===== src/rtl/loop_mon_pkg.sv =====
// Shared types and constants for the loop transaction recorder.
package loop_mon_pkg;

  localparam int TXN_W = 16;  // transaction id width
  localparam int DROP_W = 16; // drop counter width
  localparam int ERR_W = 3;

  // Sticky error flag bit positions
  localparam int ERR_QOVF   = 0; // start seen while the start queue was full
  localparam int ERR_ORPHAN = 1; // done seen with no outstanding start
  localparam int ERR_DROP   = 2; // record lost to a full output FIFO

  typedef enum logic [1:0] {
    RUN   = 2'd0,
    FLUSH = 2'd1,
    DONE  = 2'd2
  } fsm_e;

  // Record layout at the default widths (CW=32, LW=24, IW=16).
  // The recorder builds the same field order for any parameter set.
  typedef struct packed {
    logic [TXN_W-1:0] txn_id;
    logic [31:0]      start_ts;
    logic [23:0]      latency;
    logic [15:0]      iters;
    logic [15:0]      stalls;
  } rec_t;

  function automatic int rec_width(input int cw, input int lw, input int iw);
    return TXN_W + cw + lw + 2 * iw;
  endfunction

endpackage


===== src/rtl/loop_txn_recorder_if.sv =====
// Tap and record-stream bundle between an HLS top, the recorder and the dump stage.
// Record stream: a record moves on every clock edge where rec_valid and rec_ready
// are both high; while rec_valid is high and rec_ready low, rec_data does not change.
interface loop_txn_recorder_if
  import loop_mon_pkg::*;
#(
  parameter int CW = 32,
  parameter int LW = 24,
  parameter int IW = 16
);

  localparam int REC_W = rec_width(CW, LW, IW);

  logic              ap_start;
  logic              ap_ready;
  logic              ap_done;
  logic              ap_continue;
  logic              iter_start_en;
  logic              iter_start_blk;
  logic              iter_end_en;
  logic              iter_end_blk;
  logic              finish;
  logic              rec_valid;
  logic              rec_ready;
  logic [REC_W-1:0]  rec_data;
  logic [DROP_W-1:0] drop_cnt;
  logic [ERR_W-1:0]  err_flags;
  logic              flush_done;
  fsm_e              state;

  // Recorder side
  modport master (
    input  ap_start, ap_ready, ap_done, ap_continue,
    input  iter_start_en, iter_start_blk, iter_end_en, iter_end_blk,
    input  finish, rec_ready,
    output rec_valid, rec_data, drop_cnt, err_flags, flush_done, state
  );

  // Environment side: taps, run control and record consumer
  modport slave (
    output ap_start, ap_ready, ap_done, ap_continue,
    output iter_start_en, iter_start_blk, iter_end_en, iter_end_blk,
    output finish, rec_ready,
    input  rec_valid, rec_data, drop_cnt, err_flags, flush_done, state
  );

endinterface


===== src/rtl/mon_sync_fifo.sv =====
// Synchronous FIFO with full/empty flags; a push into a full FIFO is accepted
// when a pop happens in the same cycle. DEPTH must be a power of 2.
module mon_sync_fifo #(
  parameter int WIDTH = 8,
  parameter int DEPTH = 4
) (
  input  logic             clk,
  input  logic             rst_n,
  input  logic             push,
  input  logic [WIDTH-1:0] din,
  input  logic             pop,
  output logic [WIDTH-1:0] dout,
  output logic             full,
  output logic             empty
);

  localparam int AW = (DEPTH > 1) ? $clog2(DEPTH) : 1;

  logic [WIDTH-1:0] mem [DEPTH];
  logic [AW-1:0]    wr_ptr;
  logic [AW-1:0]    rd_ptr;
  logic [AW:0]      count;
  logic             do_push;
  logic             do_pop;

  assign do_pop  = pop & ~empty;
  assign do_push = push & (~full | do_pop);
  assign full    = (count == (AW + 1)'(DEPTH));
  assign empty   = (count == '0);
  assign dout    = mem[rd_ptr];

  // Pointer and occupancy bookkeeping
  always_ff @(posedge clk) begin
    if (!rst_n) begin
      wr_ptr <= '0;
      rd_ptr <= '0;
      count  <= '0;
    end else begin
      if (do_push) wr_ptr <= wr_ptr + 1'b1;
      if (do_pop)  rd_ptr <= rd_ptr + 1'b1;
      case ({do_push, do_pop})
        2'b10:   count <= count + 1'b1;
        2'b01:   count <= count - 1'b1;
        default: count <= count;
      endcase
    end
  end

  // Storage write; contents are qualified by count, so no reset is needed
  always_ff @(posedge clk) begin
    if (do_push) mem[wr_ptr] <= din;
  end

endmodule


===== src/rtl/loop_txn_recorder.sv =====
// Records one {id, start, latency, iterations, stalls} entry per completed
// ap_ctrl transaction of a pipelined HLS top and streams them to the dumper.
module loop_txn_recorder
  import loop_mon_pkg::*;
#(
  parameter int CW         = 32,
  parameter int LW         = 24,
  parameter int IW         = 16,
  parameter int MAX_OUT    = 4,
  parameter int FIFO_DEPTH = 16
) (
  input  logic                ap_clk,
  input  logic                ap_rst_n,
  loop_txn_recorder_if.master bus
);

  localparam int QW = TXN_W + CW;
  localparam int RW = rec_width(CW, LW, IW);
  localparam int DW = (CW > LW) ? CW : LW;
  localparam logic [DW-1:0] LAT_MAX = DW'({LW{1'b1}});
  localparam logic [IW-1:0] CNT_MAX = {IW{1'b1}};

  typedef struct packed {
    logic [TXN_W-1:0] txn_id;
    logic [CW-1:0]    start_ts;
    logic [LW-1:0]    latency;
    logic [IW-1:0]    iters;
    logic [IW-1:0]    stalls;
  } txn_rec_t;

  fsm_e              state;
  fsm_e              state_nx;
  logic [CW-1:0]     cyc;
  logic [TXN_W-1:0]  txn_id;
  logic [IW-1:0]     iters_q;
  logic [IW-1:0]     stalls_q;
  logic [IW-1:0]     iters_nx;
  logic [IW-1:0]     stalls_nx;
  logic [DROP_W-1:0] drop_q;
  logic [ERR_W-1:0]  err_q;
  logic [ERR_W-1:0]  err_set;
  logic              run;
  logic              ev_s;
  logic              ev_d;
  logic              ev_ie;
  logic              ev_st;
  logic              q_push;
  logic              q_pop;
  logic              q_full;
  logic              q_empty;
  logic [QW-1:0]     q_din;
  logic [QW-1:0]     q_dout;
  logic [TXN_W-1:0]  q_id;
  logic [CW-1:0]     q_ts;
  logic [CW-1:0]     lat_raw;
  logic [DW-1:0]     lat_ext;
  logic [LW-1:0]     lat_sat;
  txn_rec_t          rec_new;
  logic              r_push;
  logic              r_pop;
  logic              r_full;
  logic              r_empty;
  logic              drop;
  logic              rec_valid;
  logic [RW-1:0]     r_dout;

  // Events only count while running; flushing and done ignore the taps
  assign run   = (state == RUN);
  assign ev_s  = run & bus.ap_start & bus.ap_ready;
  assign ev_d  = run & bus.ap_done & bus.ap_continue;
  assign ev_ie = run & bus.iter_end_en & ~bus.iter_end_blk;
  assign ev_st = run & bus.iter_start_en & bus.iter_start_blk;

  // Done retires the oldest start first, so start+done on a full queue fits
  assign q_pop  = ev_d & ~q_empty;
  assign q_push = ev_s & (~q_full | q_pop);
  assign q_din  = {txn_id, cyc};
  assign {q_id, q_ts} = q_dout;

  mon_sync_fifo #(.WIDTH(QW), .DEPTH(MAX_OUT)) u_start_q (
    .clk   (ap_clk),
    .rst_n (ap_rst_n),
    .push  (q_push),
    .din   (q_din),
    .pop   (q_pop),
    .dout  (q_dout),
    .full  (q_full),
    .empty (q_empty)
  );

  // Modular latency, clamped to the latency field
  assign lat_raw = cyc - q_ts;
  assign lat_ext = DW'(lat_raw);
  assign lat_sat = (lat_ext > LAT_MAX) ? LAT_MAX[LW-1:0] : lat_ext[LW-1:0];

  // Counts as of the end of this cycle; the record includes the done cycle
  assign iters_nx  = (ev_ie && iters_q != CNT_MAX) ? iters_q + 1'b1 : iters_q;
  assign stalls_nx = (ev_st && stalls_q != CNT_MAX) ? stalls_q + 1'b1 : stalls_q;

  assign rec_new = '{txn_id: q_id, start_ts: q_ts, latency: lat_sat,
                     iters: iters_nx, stalls: stalls_nx};

  assign r_push    = q_pop;
  assign rec_valid = ~r_empty & (state != DONE);
  assign r_pop     = rec_valid & bus.rec_ready;
  assign drop      = r_push & r_full & ~r_pop;

  mon_sync_fifo #(.WIDTH(RW), .DEPTH(FIFO_DEPTH)) u_rec_fifo (
    .clk   (ap_clk),
    .rst_n (ap_rst_n),
    .push  (r_push),
    .din   (rec_new),
    .pop   (r_pop),
    .dout  (r_dout),
    .full  (r_full),
    .empty (r_empty)
  );

  // Collect the sticky error conditions raised this cycle
  always_comb begin
    err_set             = '0;
    err_set[ERR_QOVF]   = ev_s & q_full & ~q_pop;
    err_set[ERR_ORPHAN] = ev_d & q_empty;
    err_set[ERR_DROP]   = drop;
  end

  // Timestamp, id, per-transaction counters, error and drop bookkeeping
  always_ff @(posedge ap_clk) begin
    if (!ap_rst_n) begin
      cyc      <= '0;
      txn_id   <= '0;
      iters_q  <= '0;
      stalls_q <= '0;
      err_q    <= '0;
      drop_q   <= '0;
    end else begin
      cyc      <= cyc + 1'b1;
      if (q_push) txn_id <= txn_id + 1'b1;
      iters_q  <= ev_d ? '0 : iters_nx;
      stalls_q <= ev_d ? '0 : stalls_nx;
      err_q    <= err_q | err_set;
      if (drop && drop_q != {DROP_W{1'b1}}) drop_q <= drop_q + 1'b1;
    end
  end

  // FSM state register
  always_ff @(posedge ap_clk) begin
    if (!ap_rst_n) state <= RUN;
    else           state <= state_nx;
  end

  // FSM next state; an already-drained FIFO skips straight to DONE
  always_comb begin
    state_nx = state;
    unique case (state)
      RUN:     if (bus.finish) state_nx = (r_empty && !r_push) ? DONE : FLUSH;
      FLUSH:   if (r_empty) state_nx = DONE;
      DONE:    state_nx = DONE;
      default: state_nx = RUN;
    endcase
  end

  assign bus.rec_valid  = rec_valid;
  assign bus.rec_data   = rec_valid ? r_dout : '0;
  assign bus.drop_cnt   = drop_q;
  assign bus.err_flags  = err_q;
  assign bus.flush_done = (state == DONE);
  assign bus.state      = state;

endmodule


===== src/flat_wrapper.sv =====
// flat-port wrapper written by rule: the top's interface ports become plain ports
module loop_txn_recorder_flat import loop_mon_pkg::*;
#(
  parameter int CW         = 32,
  parameter int LW         = 24,
  parameter int IW         = 16,
  parameter int MAX_OUT    = 4,
  parameter int FIFO_DEPTH = 16
)
  (ap_clk, ap_rst_n, bus_ap_start, bus_ap_ready, bus_ap_done, bus_ap_continue, bus_iter_start_en, bus_iter_start_blk, bus_iter_end_en, bus_iter_end_blk, bus_finish, bus_rec_ready, bus_rec_valid, bus_rec_data, bus_drop_cnt, bus_err_flags, bus_flush_done, bus_state);
  loop_txn_recorder_if #(.CW(CW), .LW(LW), .IW(IW)) bus_i ();
  input  logic ap_clk;
  input  logic ap_rst_n;
  input wire logic [$bits(bus_i.ap_start)-1:0] bus_ap_start;
  input wire logic [$bits(bus_i.ap_ready)-1:0] bus_ap_ready;
  input wire logic [$bits(bus_i.ap_done)-1:0] bus_ap_done;
  input wire logic [$bits(bus_i.ap_continue)-1:0] bus_ap_continue;
  input wire logic [$bits(bus_i.iter_start_en)-1:0] bus_iter_start_en;
  input wire logic [$bits(bus_i.iter_start_blk)-1:0] bus_iter_start_blk;
  input wire logic [$bits(bus_i.iter_end_en)-1:0] bus_iter_end_en;
  input wire logic [$bits(bus_i.iter_end_blk)-1:0] bus_iter_end_blk;
  input wire logic [$bits(bus_i.finish)-1:0] bus_finish;
  input wire logic [$bits(bus_i.rec_ready)-1:0] bus_rec_ready;
  output wire logic [$bits(bus_i.rec_valid)-1:0] bus_rec_valid;
  output wire logic [$bits(bus_i.rec_data)-1:0] bus_rec_data;
  output wire logic [$bits(bus_i.drop_cnt)-1:0] bus_drop_cnt;
  output wire logic [$bits(bus_i.err_flags)-1:0] bus_err_flags;
  output wire logic [$bits(bus_i.flush_done)-1:0] bus_flush_done;
  output wire logic [$bits(bus_i.state)-1:0] bus_state;
  assign bus_i.ap_start = bus_ap_start;
  assign bus_i.ap_ready = bus_ap_ready;
  assign bus_i.ap_done = bus_ap_done;
  assign bus_i.ap_continue = bus_ap_continue;
  assign bus_i.iter_start_en = bus_iter_start_en;
  assign bus_i.iter_start_blk = bus_iter_start_blk;
  assign bus_i.iter_end_en = bus_iter_end_en;
  assign bus_i.iter_end_blk = bus_iter_end_blk;
  assign bus_i.finish = bus_finish;
  assign bus_i.rec_ready = bus_rec_ready;
  assign bus_rec_valid = bus_i.rec_valid;
  assign bus_rec_data = bus_i.rec_data;
  assign bus_drop_cnt = bus_i.drop_cnt;
  assign bus_err_flags = bus_i.err_flags;
  assign bus_flush_done = bus_i.flush_done;
  assign bus_state = bus_i.state;
  loop_txn_recorder #(.CW(CW), .LW(LW), .IW(IW), .MAX_OUT(MAX_OUT), .FIFO_DEPTH(FIFO_DEPTH)) u_core (.ap_clk(ap_clk), .ap_rst_n(ap_rst_n), .bus(bus_i));
endmodule

===== config.mk =====
export PLATFORM = sky130hd
export DESIGN_NAME = loop_txn_recorder_flat
export DESIGN_NICKNAME = d
export VERILOG_FILES = /design/src/rtl/loop_mon_pkg.sv /design/src/rtl/loop_txn_recorder_if.sv /design/src/rtl/mon_sync_fifo.sv /design/src/rtl/loop_txn_recorder.sv /design/src/flat_wrapper.sv
export SDC_FILE = /design/constraint.sdc
export NUM_CORES = 2
export LEC_CHECK = 0
export BUFFER_PORTS_ARGS = -buffer_cell sky130_fd_sc_hd__buf_4
export CAP_MARGIN = 25
export CORE_AREA = 3 3 350 352
export DETAILED_ROUTE_END_ITERATION = 16
export DIE_AREA = 0 0 353 355
export HOLD_SLACK_MARGIN = 0.06
export PLACE_DENSITY = 0.82
export SYNTH_ARGS = -nofsm -noshare
export SYNTH_HDL_FRONTEND = slang
export SYNTH_SLANG_ARGS = --single-unit

===== constraint.sdc =====
create_clock -name ap_clk -period 33.2 [get_ports ap_clk]
set_clock_uncertainty 0.05 [all_clocks]
set_input_delay 4.98 -clock ap_clk [delete_from_list [all_inputs] [get_ports ap_clk]]
set_output_delay 4.98 -clock ap_clk [all_outputs]
set_load 0.005 [all_outputs]

### After elaboration in Yosys (flattened, before gate mapping)

Memories as Yosys holds them, arrays and structs flattened. A register that Yosys moved wholly into a read port is not among the register bits.
Index checks and enable logic that the tools add are counted.

* add/subtract/negate cells: 14
* multiply operators: 0
* div/mod/pow operators: 0
* magnitude comparators: 1
* equality and inequality tests: 14
* shifts and indexed selects: 0
* muxes and demuxes: 18
* bitwise logic cells: 33
* reduce and logical (&&, ||, !) cells: 12

Operators with widths (count)
* 104-bit 2-to-1 mux: 1
* 16-bit by 1-bit adder with 16-bit output, second input constant: 4
* 16-bit inequality test, second input constant: 3
* 32-bit by 1-bit adder with 32-bit output, second input constant: 1
* 32-bit by 24-bit greater-than comparator with 1-bit output, second input constant: 1
* 16-bit 2-to-1 mux: 2
* 32-bit subtractor: 1
* 24-bit 2-to-1 mux: 1
* 1-bit AND: 21
* 2-bit 2-to-1 mux: 5
* 5-bit case mux with 2 select lines: 1
* 4-bit by 1-bit adder with 4-bit output, second input constant: 2
* 4-bit 2-to-1 mux: 2
* 1-bit inverter: 8
* 2-bit by 1-bit equality test with 1-bit output, second input constant: 3
* 2-bit equality test, second input constant: 3
* 2-bit case mux with 3 select lines: 1
* 3-bit case mux with 2 select lines: 1
* 5-bit by 1-bit adder with 5-bit output, second input constant: 1
* 5-bit equality test, second input constant: 1
* 5-bit logical NOT: 1
* 5-bit by 1-bit subtractor with 5-bit output, second input constant: 1
* 2-bit by 1-bit adder with 2-bit output, second input constant: 2
* 1-bit logical AND: 4
* other kinds (14): 21

* register bits after elaboration: 121
* bits in latches: 0
* RAM bits: 1856
* bits in read-only memories: 0
* bits of input ports: 12
* output and inout bits: 127
* word-level logic and storage cells: 107
* memories: 2

Memories
* u_core.u_rec_fifo.mem: words 16, width 104, rd ports 1, clocked after Yosys merged registers in 1, wr ports 1, line mon_sync_fifo.sv:19 `logic [WIDTH-1:0] mem [DEPTH];`
* u_core.u_start_q.mem: words 4, width 48, rd ports 1, clocked after Yosys merged registers in 1, wr ports 1, line mon_sync_fifo.sv:19

### Depth between registers and ports, before layout

* depth in word-level cells: 9
* mapped depth: 17
* gate-level depth less buffers: 16

### Cells and area by module

From an unflattened synthesis, not the netlist that was laid out.

* cell total of the unflattened synthesis: 3933
* area, all modules: 77927.2 um^2

Modules (own cells, without submodules)
* mon_sync_fifo at u_core.u_rec_fifo: instances 1, cells an instance 2665, area an instance 63004.2 um^2, sequential area each 50308.2 um^2
* loop_txn_recorder: instances 1, cells an instance 958, area an instance 7472.2 um^2, sequential area each 2021.9 um^2
* mon_sync_fifo at u_core.u_start_q: instances 1, cells an instance 310, area an instance 7450.9 um^2, sequential area each 5945.7 um^2

### Worst setup path after synthesis

Ideal clock, no wire load.

* path kind: input-to-reg
* from: input port bus_ap_continue
* to: memory u_core.u_rec_fifo.mem[3][0] (netlist name) (enable)
* setup time: 0.694 ns
* data arrival time: 13.154 ns
* data required time: 32.456 ns
* setup slack: 19.302 ns
* stages on the path: 7
* path buffers: 1
* cells stage by stage: nand3_1 -> or2_2 -> inv_1 -> and2_1 -> clkbuf_1 -> nand2_1 -> nor3_1

* longest elaborated chain between the ends: 5

RTL lines
* start: declaration: line flat_wrapper.sv:17 `input wire logic [$bits(bus_i.ap_continue)-1:0] bus_ap_continue;`
* 1-bit AND: line loop_txn_recorder.sv:70 `assign ev_d = run & bus.ap_done & bus.ap_continue;`
* 1-bit AND: line loop_txn_recorder.sv:75 `assign q_pop = ev_d & ~q_empty;`
* 1-bit AND: line mon_sync_fifo.sv:27 `assign do_push = push & (~full | do_pop);`
* 1-bit 2-to-1 mux: line mon_sync_fifo.sv:51 `if (do_push) mem[wr_ptr] <= din;`
* 1-bit 2-to-1 mux (not written as such): line mon_sync_fifo.sv:51
* end: declaration: line mon_sync_fifo.sv:19

Every way passes these cells.

==> run metrics <==
outcome finished, final reports clean; CP Launch Type flop; Post-Route WL 191,800 µm; Die ar. 0.1253 mm²; leakage 26.30 nW; Rel. slew slack 21.13%; vias per inst 7.053; Hold Crit Class reg2reg; Clock Sinks 1,983; Final nets 4,009; peak supply drop 0.04725 mV; Post-synth EDFFs 1,856; PortBufs 138; Slew Limit Fails 0; initial antenna violation count 4; total CTS buffers 187; Setup-failing EPs final 0; row cnt 127; CP required 28.17 ns; Clk pin slew, worst setup/hold paths 0.07 ns; RSZ-0062 raised after global routing false; post-CTS setup buffers 0; Avg WL per Cell 33.56 µm; DR DRC count 0; GR Util All Layers 30.91%; die height 355 µm; most used routing layer met2; final setup TNS 0 ns; synthesized cell area 0.07775 mm²; P&R area growth vs syn 12.59%; critical path's most frequent cell buf_4; Post-Synthesis Cells 3,701; core area 0.1197 mm²; Initial Utilization 64.98%; Pwr Density 60.57 mW/mm²; Longest Clk Path Bufs 3; clock root buffer clkbuf_16; crit path DAT 5.53 ns; Final period util 31.80%; vias in the first global route 41.49k; Yosys reg bits 1,983; Post-CTS Resized 0; CTS tree built; Final HPWL DP 85,200 µm; hold buffer count at cts 0; Routability Congestion 0.8715; H-tree depth 4; fill cell count 6,080; Fmax 94.71 MHz; chip width 353 µm; Reg2Reg Setup Slack 26.70 ns; crit path cell chain buf_4 -> buf_4 -> buf_16 -> buf_4 -> buf_16 -> mux4_2 -> mux4_2 -> and2_1 -> buf_4; Post-synth ARST share 0%; slowest CP cell dfxtp_4; clk_lat worst skew 0.81 ns; Mean Syn Cell Area 21.01 µm²; CP Max Fanout 46; crit-path max cell delay 0.91 ns; Syn Nets 3,770; Slew @ Worst Pin 1.183 ns; share of layout cells above drive strength 1 27.12%; GR Util met1 42.01%; post-route minimum period 10.56 ns; first-pass GRT wire length 281,700 µm; met3 usage 5.479%; GRT overflow 0; DRT Pass-1 Iters 7; Ys Warns 0; met2 GRT Util 51.63%; Layout Cell Area excl Fill 0.08754 mm²; sequential share of the synthesized area 74.95%; ANT cells 0; vias post-DR 40.30k; I/O pin count 139; Routed Antenna Nets 0; Iter 0 DRT Violations 5,734; ys flop type edfxtp_1; largest net degree at the start of global routing 157; placed inst area 0.08095 mm²; Crit Path Class reg2out; Final Hold Fails 0; Max Cap Viol 0; CP Capture Type output pin; Yosys cell types 65
[critical path, delay by kind of cell (launching register included)]
family / cells / cell delay [ns]
simple gates: 1 / 0.19
mux: 2 / 1.17
buf+inv: 6 / 2.38
flops: 1 / 0.91
[synthesized netlist by cell type, types with 4 or more instances]
cell type     n  area share [%]
a21o_1       11            0.11
a21oi_1      63            0.41
a31oi_1       4           0.032
and2_1      120            0.97
and3_1       17            0.14
and4_1        7           0.079
buf_1        34            0.16
clkbuf_1    134            0.65
dfxtp_1     127             3.3
edfxtp_1   1856              72
ha_1         54            0.87
inv_1        68            0.33
mux2i_1       6           0.077
mux4_2      568              16
nand2_1      73            0.35
nand2b_1     13            0.10
nand3_1      43            0.28
nand4_1      40            0.32
nor2_1      162            0.78
nor2b_1      39            0.31
nor3_1       16            0.10
o21a_1        9           0.087
o21ai_0      30            0.19
o21ai_1       4           0.026
or2_2         5           0.040
or3_1        19            0.15
or4_1         9           0.087
xnor2_1      59            0.66
xor2_1       56            0.63
[power by group]
part	leakage (nW)	internal [W]	switching [W]
sequential	16.8	0.00276	0.0000132
clock	3.07	0.00125	0.000940
combinational	6.42	0.000140	0.000196
[sequential cells by signal, summed over array words and instances, names as in the netlist, 3 cells and up, named ones only]
register,count
u_core.cyc,32
u_core.u_rec_fifo.wr_ptr,4
u_core.u_rec_fifo.count,5
u_core.iters_q,16
u_core.txn_id,16
u_core.stalls_q,16
u_core.u_start_q.count,3
u_core.u_rec_fifo.rd_ptr,4
u_core.u_start_q.mem,192
u_core.u_rec_fifo.mem,1664
u_core.bus.drop_cnt,16
u_core.bus.err_flags,3
[through the flow]
step	total power, W	std cells	util, %	setup slack, ns	hold slack [ns]
2_1_floorplan	0.003033	3701	-	19.30	0.4133
3_3_place_gp	0.003137	5330	67.58	22.83	0.4151
3_5_place_dp	0.003147	5340	67.66	22.76	0.4198
4_1_cts	0.005314	5690	72.90	21.86	0.4393
5_1_grt	0.005433	5713	73.16	22.19	0.4713
6_report	0.005302	5713	73.16	22.64	0.4325
[layout make-up]
class	count	area [µm²]	share of cell area, %
well taps	1612	2017	2.304
repair buffers	223	2009	2.295
clock buffers	234	5040	5.757
multi-input cells	1476	18680	21.34
flip-flops and latches	1983	58300	66.59
clock inverters	116	1237	1.414
inverters	69	259.0	0.2959
[worst paths after layout]
path / start / to / cells past startpoint
hold / removal: u_core.bus.err_flags[0] / u_core.bus.err_flags[0] / 2
setup / recovery: flop / bus_rec_data[96] / 9
hold reg to reg: u_core.bus.err_flags[0] / u_core.bus.err_flags[0] / 2
setup reg to reg: flop / u_core.u_rec_fifo.mem[13][52] / 12
[cell usage in the layout (no fill, tap or decap), types with 59 or more instances in the layout]
master     count
clkbuf_16    190
buf_4        201
mux4_2       568
and2_1       116
nand2_1       73
dfxtp_1      121
inv_1         68
edfxtp_1    1856
xnor2_1       59
nor2_1       149
a21oi_1       63
[logic make-up (layout without fill, tap and decap cells)]
group	Yosys count	after routing	synth area share (%)
buf+inv	242	642	1.192
xor+xnor	115	115	1.295
mux	575	575	16.54
simple gates	571	571	3.796
fa+ha+maj	57	57	0.9462
compound gates	158	158	1.275
flops	1983	1983	74.95
[routing by layer]
| metal | wire (µm) | vias up |
|---|---|---|
| met5 | 8 | - |
| met4 | 7781 | 2 |
| met3 | 19100 | 612 |
| met2 | 98050 | 3096 |
| met1 | 66820 | 20910 |
| li1 | - | 15675 |
Note: power is estimated with default switching activity, not from simulation.
